## config.mk

```make
export PLATFORM = sky130hd
export DESIGN_NAME = wb_queue
export DESIGN_NICKNAME = d
export VERILOG_FILES = /design/src/rtl/wb_queue.sv
export SDC_FILE = /design/constraint.sdc
export NUM_CORES = 1
export LEC_CHECK = 0
export ABC_CLOCK_PERIOD_IN_PS = 7700
export CORE_MARGIN = 4
export CORE_UTILIZATION = 35
export DETAILED_ROUTE_END_ITERATION = 7
export SKIP_LAST_GASP = 1
export SYNTH_ARGS = -nofsm -noshare
export SYNTH_HDL_FRONTEND = slang
export SYNTH_SLANG_ARGS = --single-unit
export TNS_END_PERCENT = 5
```

## constraint.sdc

```tcl
create_clock -name clk -period 7.7 [get_ports clk]
set_input_delay 1.54 -clock clk [delete_from_list [all_inputs] [get_ports clk]]
set_output_delay 1.54 -clock clk [all_outputs]
set_load 0.02 [all_outputs]
```

## src/rtl/wb_queue.sv

```systemverilog
// wb_queue
// Write-back queue sitting between the execution stage and the single
// reg_file write port. Completed results are buffered as (register, data)
// pairs in a small FIFO and drained in order, one per cycle, whenever
// drain_en allows. Results still waiting in the queue are forwarded onto
// both read paths, so readers never observe stale register contents.
//
// Ports
//   clk, rst                  clock, synchronous active-high reset
//   in_valid/in_ready         producer handshake for a new result
//   in_reg, in_data           destination register index and result data
//   drain_en                  permits popping the head into the reg_file
//   rf_we, rf_write_reg/data  reg_file write port, driven from the head slot
//   rd_reg1/2                 read indices (also driven to the reg_file)
//   rf_rd_data1/2             raw reg_file read data
//   rd_data1/2                read data after forwarding from the queue
//   count, empty, full        occupancy status
module wb_queue #(
  parameter int WIDTH  = 16,
  parameter int DEPTH  = 8,
  parameter int QDEPTH = 4,
  localparam int AW    = $clog2(DEPTH),
  localparam int QW    = $clog2(QDEPTH)
) (
  input  logic             clk,
  input  logic             rst,
  input  logic             in_valid,
  output logic             in_ready,
  input  logic [AW-1:0]    in_reg,
  input  logic [WIDTH-1:0] in_data,
  input  logic             drain_en,
  output logic             rf_we,
  output logic [AW-1:0]    rf_write_reg,
  output logic [WIDTH-1:0] rf_write_data,
  input  logic [AW-1:0]    rd_reg1,
  input  logic [AW-1:0]    rd_reg2,
  input  logic [WIDTH-1:0] rf_rd_data1,
  input  logic [WIDTH-1:0] rf_rd_data2,
  output logic [WIDTH-1:0] rd_data1,
  output logic [WIDTH-1:0] rd_data2,
  output logic [QW:0]      count,
  output logic             empty,
  output logic             full
);

  logic [AW-1:0]    slot_reg_q  [QDEPTH];
  logic [WIDTH-1:0] slot_data_q [QDEPTH];
  logic [QDEPTH-1:0] slot_vld_q, slot_vld_d;
  logic [QW-1:0]     wr_ptr_q, wr_ptr_d;
  logic [QW-1:0]     rd_ptr_q, rd_ptr_d;
  logic [QW:0]       count_q, count_d;
  logic              push, pop;

  // Occupancy comes from the counter: pointer equality is ambiguous
  // between completely full and completely empty.
  assign empty = (count_q == '0);
  assign full  = (count_q == (QW+1)'(QDEPTH));
  assign count = count_q;

  // in_ready deliberately ignores a same-cycle pop to keep the
  // producer handshake free of a path through drain_en.
  assign in_ready = ~full & ~rst;
  assign push     = in_valid & in_ready;
  assign pop      = ~empty & drain_en & ~rst;

  assign rf_we         = pop;
  assign rf_write_reg  = slot_reg_q[rd_ptr_q];
  assign rf_write_data = slot_data_q[rd_ptr_q];

  always_comb begin
    wr_ptr_d   = wr_ptr_q;
    rd_ptr_d   = rd_ptr_q;
    count_d    = count_q;
    slot_vld_d = slot_vld_q;
    // QDEPTH is a power of two, so pointer overflow wraps naturally.
    if (push) begin
      wr_ptr_d             = wr_ptr_q + QW'(1);
      slot_vld_d[wr_ptr_q] = 1'b1;
    end
    if (pop) begin
      rd_ptr_d = rd_ptr_q + QW'(1);
      // push and pop never target the same slot: a full queue refuses
      // pushes and an empty queue never pops.
      slot_vld_d[rd_ptr_q] = 1'b0;
    end
    case ({push, pop})
      2'b10:   count_d = count_q + (QW+1)'(1);
      2'b01:   count_d = count_q - (QW+1)'(1);
      default: count_d = count_q;
    endcase
  end

  always_ff @(posedge clk) begin
    if (rst) begin
      wr_ptr_q   <= '0;
      rd_ptr_q   <= '0;
      count_q    <= '0;
      slot_vld_q <= '0;
    end else begin
      wr_ptr_q   <= wr_ptr_d;
      rd_ptr_q   <= rd_ptr_d;
      count_q    <= count_d;
      slot_vld_q <= slot_vld_d;
    end
  end

  // Slot payload carries no reset; the valid bits alone say what is live.
  always_ff @(posedge clk) begin
    if (push) begin
      slot_reg_q[wr_ptr_q]  <= in_reg;
      slot_data_q[wr_ptr_q] <= in_data;
    end
  end

  // Forwarding, one instance per read port.
  logic [1:0][AW-1:0]    fwd_reg;
  logic [1:0][WIDTH-1:0] fwd_raw;
  logic [1:0][WIDTH-1:0] fwd_out;

  assign fwd_reg[0] = rd_reg1;
  assign fwd_reg[1] = rd_reg2;
  assign fwd_raw[0] = rf_rd_data1;
  assign fwd_raw[1] = rf_rd_data2;
  assign rd_data1   = fwd_out[0];
  assign rd_data2   = fwd_out[1];

  genvar gi;
  generate
    for (gi = 0; gi < 2; gi++) begin : g_fwd
      logic [WIDTH-1:0] sel_data;
      logic [QW-1:0]    idx;
      // Walk from oldest (wr_ptr - QDEPTH) to youngest (wr_ptr - 1) so a
      // later match overrides an earlier one. The head slot being popped
      // this cycle is still valid here, which covers the write that the
      // reg_file has not yet absorbed.
      always_comb begin
        sel_data = fwd_raw[gi];
        idx      = '0;
        for (int k = QDEPTH; k >= 1; k--) begin
          idx = wr_ptr_q - QW'(k);
          if (slot_vld_q[idx] && (slot_reg_q[idx] == fwd_reg[gi])) begin
            sel_data = slot_data_q[idx];
          end
        end
      end
      assign fwd_out[gi] = sel_data;
    end
  endgenerate

endmodule
```

==> impl_metrics.json, run 1 <==
{
  "setup-tns-final_ps": 0,
  "cts-root-buf": "clkbuf_16",
  "netSwitchingFraction": 0.302,
  "grt_pass1_wl_um": 33500,
  "synth_area_leaders": "edfxtp_1 (32%), mux4_2 (31%), o211ai_1 (6.8%), a221oi_2 (4.3%), dfxtp_1 (4.3%)",
  "yosysWarningCount": 0,
  "synthTopCellsByCount": "mux4_2 (97), edfxtp_1 (76), o211ai_1 (64)",
  "crit_buf_inv": 2,
  "ir_drop_v": 0.000103,
  "grt_max_degree": 66,
  "cts_buffers": 9,
  "postCtsSetupBuffers": 0,
  "netlist_instances": 518,
  "slowest_stage": "or4_1",
  "final.period_utilization": 0.773,
  "tightest_slew_ps": 1110,
  "critPathTopFamily": "buffers and inverters",
  "drive_gt1_frac": 0.249,
  "path_cells": "clkdlybuf4s50_1 -> xor2_1 -> or4_1 -> a221oi_1 -> o211ai_1 -> clkdlybuf4s50_1",
  "synth_seq_cells": 91,
  "syn_nets": 589,
  "path_class": "input port to output port",
  "grt-ovfl-total": 0,
  "yosysMostFrequentCell": "mux4_2",
  "finClkSkew_ps": 4.52,
  "io_pins": 119,
  "fin_crit_ps": 5950,
  "hold_ws_ps": 553,
  "dp_slack_ps": 1780,
  "rows": 51,
  "nets": 676,
  "max_freq_mhz": 168,
  "synth-edff-count": 76,
  "synth_top_area_share": 0.324,
  "wire_per_inst_um": 24.9,
  "drtIter0Drc": 637,
  "drtAntennaViolNets": 0,
  "post_cts_resize_count": 0,
  "yosysTopAreaCell": "edfxtp_1",
  "routed_wl_um": 21800,
  "drc": 0,
  "intPower_w": 0.00107,
  "cts_buffer_depth": 2,
  "rsz0062_at_grt": "no",
  "syn_to_final_growth_pct": 23.7,
  "clk_pin_slew_ps": 60,
  "synthArstFlopShare": 0,
  "crit_required_ps": 6160,
  "grt_pass1_vias": 5495,
  "num_vias": 5543,
  "first_pass_iters": 5,
  "place_congestion": 0.823,
  "start_util": 0.359,
  "clock_latency_ps": 340,
  "die_h_um": 150,
  "via_per_inst": 6.33,
  "switchingPower_w": 0.000462,
  "min_path_type": "flip-flop to flip-flop",
  "core_area_um2": 19700,
  "ctsHtreeMaxLevel": 3,
  "die_width_um": 150,
  "hold_viol_final": 0,
  "grtUsageTotal": 0.195,
  "dp_hpwl_um": 16100,
  "die_area_um2": 22500,
  "seq_power_share": 0.388,
  "pwr-share-comb": 0.334,
  "p_leak_nw": 2.56,
  "cap_violations": 0,
  "yosysSeqAreaShare": 0.366,
  "antenna_found_initial": 1,
  "cp_slowest_stage_delay_ps": 880,
  "netlist_area_um2": 7050,
  "critPathLaunchType": "input port",
  "relSlewSlack": 0.262,
  "clkPwrFrac": 0.278,
  "arrival_ps": 4410,
  "endpoint_kind": "output port",
  "final-setup-viol-count": 0,
  "syn_area_per_cell_um2": 13.6,
  "power.density_nw_per_um2": 175,
  "ys_types": 35,
  "path_max_fanout": 16,
  "ys.flop_type": "edfxtp_1",
  "run_status": "completed",
  "numClockSinks": 91,
  "port_buffers": 118,
  "hold_buffers": 0,
  "crit_path_frequent_cell": "clkdlybuf4s50_1",
  "num_antenna_cells": 0,
  "drv_slew": 0,
  "timing.final.ws_setup_ps": 1750,
  "cts_tree": "done"
}
[cell families after synthesis]
logic type | share of synthesized area
AND/OR/NAND/NOR | 0.0852
buffers and inverters | 0.0385
XOR/XNOR | 0.0348
AO/OA/AOI/OAI | 0.136
multiplexers | 0.321
adder cells (fa/ha/maj) | 0.0188
flip-flops | 0.366
[layer usage]
metal	vias up	share of wire	global-route usage
li1	2371	-	-
met1	2834	0.43	0.280
met2	313	0.47	0.308
met3	23	0.092	0.0400
met4	2	0.0098	0.0403
met5	-	0.00092	0
[layout by cell type (no fill, tap or decap), drive strengths merged]
cell | Yosys | final
mux2i | 4 | 4
and3 | 4 | 4
or4 | 2 | 2
clkbuf | 30 | 14
and2 | 17 | 17
o211ai | 64 | 64
xor2 | 8 | 8
mux4 | 98 | 98
xnor2 | 20 | 20
o31ai | 1 | 1
a221oi | 32 | 32
nor2b | 2 | 2
nand4 | 6 | 6
clkdlybuf4s50 | 0 | 118
edfxtp | 76 | 76
o21ai | 1 | 1
nand2 | 33 | 33
dfxtp | 15 | 15
inv | 8 | 10
nor3 | 3 | 3
ha | 9 | 9
a21oi | 6 | 6
o21a | 4 | 4
mux2 | 1 | 1
and4 | 6 | 6
buf | 24 | 12
nor2 | 9 | 9
nor3b | 1 | 1
fa | 1 | 1
or3 | 1 | 1
nand3 | 32 | 32
[registers in the layout, summed over array words and instances, names as in the netlist, named ones only]
name,cells
slot_reg_q,12
slot_vld_q,4
count,3
rd_ptr_q,2
wr_ptr_q,2
slot_data_q,64
[layout make-up]
class                   instances  area (µm²)
fillers                      1806       10900
multi-input cells             365        4210
flip-flops and latches         91        2590
repair buffers                130        1270
well taps                     265         332
clock buffers                  14         279
inverters                       8        30.0
clock inverters                 2        15.0
[stage by stage]
stage | instances | cell area, µm² | total power [W] | utilization
2_1_floorplan | 518 | 7050 | 0.000916 | -
3_3_place_gp | 859 | 8430 | 0.00111 | 0.429
3_5_place_dp | 859 | 8430 | 0.00112 | 0.429
4_1_cts | 875 | 8720 | 0.00154 | 0.444
5_1_grt | 875 | 8720 | 0.00160 | 0.444
6_report | 875 | 8720 | 0.00153 | 0.444
[worst paths after layout]
kind              cells past startpoint            end          start  slack [ps]
setup / recovery                      6   rd_data1[12]     rd_reg1[2]        1750
hold reg to reg                       1  slot_vld_q[3]  slot_vld_q[3]         550
hold / removal                        1  slot_vld_q[3]  slot_vld_q[3]         550
setup reg to reg                      9       count[2]       count[0]        5110
[power groups by stage]
stage / clock, W / combinational [W] / sequential, W
floorplan: 0 / 0.000339 / 0.000577
global placement: 0 / 0.000505 / 0.000602
detailed placement: 0 / 0.000511 / 0.000605
CTS: 0.000437 / 0.000514 / 0.000594
global route: 0.000454 / 0.000543 / 0.000599
finish: 0.000425 / 0.000511 / 0.000593
(Power assumes the default switching activity.)
==> inputs of run 2 (changes only) <==
--- a/config.mk
+++ b/config.mk
@@ -5,7 +5,7 @@
 export SDC_FILE = /design/constraint.sdc
 export NUM_CORES = 1
 export LEC_CHECK = 0
-export ABC_CLOCK_PERIOD_IN_PS = 7700
+export ABC_CLOCK_PERIOD_IN_PS = 5850
 export CORE_MARGIN = 4
 export CORE_UTILIZATION = 35
 export DETAILED_ROUTE_END_ITERATION = 7
==> constraint.sdc (replaced) <==
create_clock -name clk -period 5.85 [get_ports clk]
set_input_delay 1.17 -clock clk [delete_from_list [all_inputs] [get_ports clk]]
set_output_delay 1.17 -clock clk [all_outputs]
set_load 0.02 [all_outputs]
==> run 2 against run 1 <==
Hold slack got worse by 30 ps. Sequential cell count did not move. Register-to-register slack got worse by 1800 ps. Sequential power rose by 30%. Clock skew rose by 1.1 ps. Die area did not move. First-iteration DRC count rose by 6.8%. Count of clock-buffer cells in the layout did not move. Setup slack got worse by 1400 ps. Critical endpoint is now rd_data2[10]. Utilization rose by 0.27 points. Non-clock buffer count rose by 6.
==> impl_metrics.json, run 2 (synthesis gave the netlist of run 1 again) <==
{
  "hold_buffers": 0,
  "die_h_um": 150,
  "top_regs": "slot_data_q (64), slot_reg_q (12), slot_vld_q (4)",
  "arrival_ps": 4310,
  "fin_cells": 881,
  "clock_latency_ps": 330,
  "critPathLaunchType": "flip-flop",
  "via_per_inst": 6.29,
  "relSlewSlack": 0.207,
  "routed_wl_um": 22900,
  "path_class": "flip-flop to output port",
  "die_width_um": 150,
  "grt_pass1_vias": 5574,
  "r2r_cells": 9,
  "run_status": "completed",
  "endpoint_kind": "output port",
  "grt-ovfl-total": 0,
  "dp_slack_ps": 638,
  "dp_cells": 865,
  "tightest_slew_ps": 1190,
  "cts_tree": "done",
  "hp-start": "count[2]",
  "timing.rr.start": "count[0]",
  "fin_crit_ps": 5480,
  "setup-tns-final_ps": 0,
  "dp_hpwl_um": 16500,
  "finClkSkew_ps": 5.61,
  "num_vias": 5544,
  "max_freq_mhz": 182,
  "top_register": "slot_data_q",
  "path_cells": "inv_1 -> ha_2 -> mux4_2 -> xnor2_1 -> nand4_1 -> o211ai_1 -> o211ai_1 -> clkdlybuf4s50_1",
  "reg2reg_slack_ps": 3300,
  "post_cts_resize_count": 0,
  "ir_drop_v": 0.000147,
  "final.period_utilization": 0.937,
  "num_antenna_cells": 0,
  "slowest_stage": "ha_2",
  "start_util": 0.359,
  "drive_gt1_frac": 0.255,
  "drtIter0Drc": 680,
  "cts-root-buf": "clkbuf_16",
  "ctsHtreeMaxLevel": 3,
  "rows": 51,
  "crit_path_frequent_cell": "o211ai_1",
  "crit_required_ps": 4680,
  "drtAntennaViolNets": 0,
  "p_leak_nw": 2.59,
  "cp_slowest_stage_delay_ps": 770,
  "min_path_type": "flip-flop to flip-flop",
  "postCtsSetupBuffers": 0,
  "rsz0062_at_grt": "no",
  "min_path_cells": 2,
  "grt_pass1_wl_um": 34900,
  "cap_violations": 0,
  "cts_buffer_depth": 2,
  "timing.final.ws_setup_ps": 368,
  "largest_reg_flops": 64,
  "grtUsageTotal": 0.204,
  "wire_per_inst_um": 26.0,
  "layout_common_cells": "clkdlybuf4s50_1 (118), mux4_2 (97), edfxtp_1 (76)",
  "r2r-end": "count[2]",
  "cts_buffers": 9,
  "core_area_um2": 19700,
  "clk_pin_slew_ps": 60,
  "grt_max_degree": 66,
  "hold_path_end": "count[2]",
  "die_area_um2": 22500,
  "critPathTopFamily": "adder cells",
  "first_pass_iters": 5,
  "syn_to_final_growth_pct": 24.4,
  "final-setup-viol-count": 0,
  "power.density_nw_per_um2": 231,
  "place_congestion": 0.849,
  "hold_viol_final": 0,
  "numClockSinks": 91,
  "port_buffers": 118,
  "antenna_found_initial": 1,
  "nets": 682,
  "crit_buf_inv": 2,
  "io_pins": 119,
  "drv_slew": 0,
  "path_max_fanout": 23,
  "drc": 0,
  "layout_commonest_cell": "clkdlybuf4s50_1"
}
## run 2: changes by cell type in the layout (fill, tap and decap cells not counted), sizes merged
cell / delta
clkinv: +2
buf: +6
inv: -2
## run 2: final cells by class
type / count / area (µm²)
clock buffers: 14 / 285
clock inverters: 2 / 17.5
fillers: 1787 / 10900
inverters: 8 / 30.0
multi-input cells: 365 / 4210
flip-flops and latches: 91 / 2590
well taps: 265 / 332
repair buffers: 136 / 1320
## run 2: routing by layer
metal | GRT usage | wire [µm] | part of all wire | up-vias
met5 | 0 | 20 | 0.00087 | -
li1 | - | - | - | 2377
met4 | 0.0334 | 204 | 0.0089 | 2
met3 | 0.0397 | 2490 | 0.11 | 19
met1 | 0.299 | 9430 | 0.41 | 2828
met2 | 0.321 | 10800 | 0.47 | 318
## run 2: worst max path at each step
| stage | startpoint | end | slack (ps) | depth (start not counted) |
|---|---|---|---|---|
| after floorplan | wr_ptr_q[0] | rd_data1[7] | 820 | 14 |
| after global placement | rd_reg2[2] | rd_data2[12] | 660 | 6 |
| after detailed placement | rd_reg2[2] | rd_data2[12] | 640 | 6 |
| after CTS | wr_ptr_q[1] | rd_data2[10] | 320 | 8 |
| after global routing | wr_ptr_q[0] | rd_data2[10] | 70 | 7 |
| final | wr_ptr_q[1] | rd_data2[10] | 370 | 8 |
## run 2: per-stage QoR
stage	total power (W)	util	hold WS, ps	area [µm²]
after global placement	0.00146	0.431	507	8470
after CTS	0.00204	0.446	537	8770
final	0.00202	0.446	523	8770
after detailed placement	0.00148	0.431	529	8470
after floorplan	0.00121	-	490	7050
after global routing	0.00211	0.446	602	8770
## run 2: report_power, final
part | leakage (nW) | switching, W | total [W] | internal [W]
sequential | 0.814 | 0.0000447 | 0.000773 | 0.000729
combinational | 1.63 | 0.000344 | 0.000688 | 0.000344
clock | 0.152 | 0.000224 | 0.000561 | 0.000338
## run 2: worst min-delay path: cells and delay by family (launching register included)
| family | cells | cell delay (ps) |
|---|---|---|
| compound gates | 2 | 140 |
| flops | 1 | 340 |
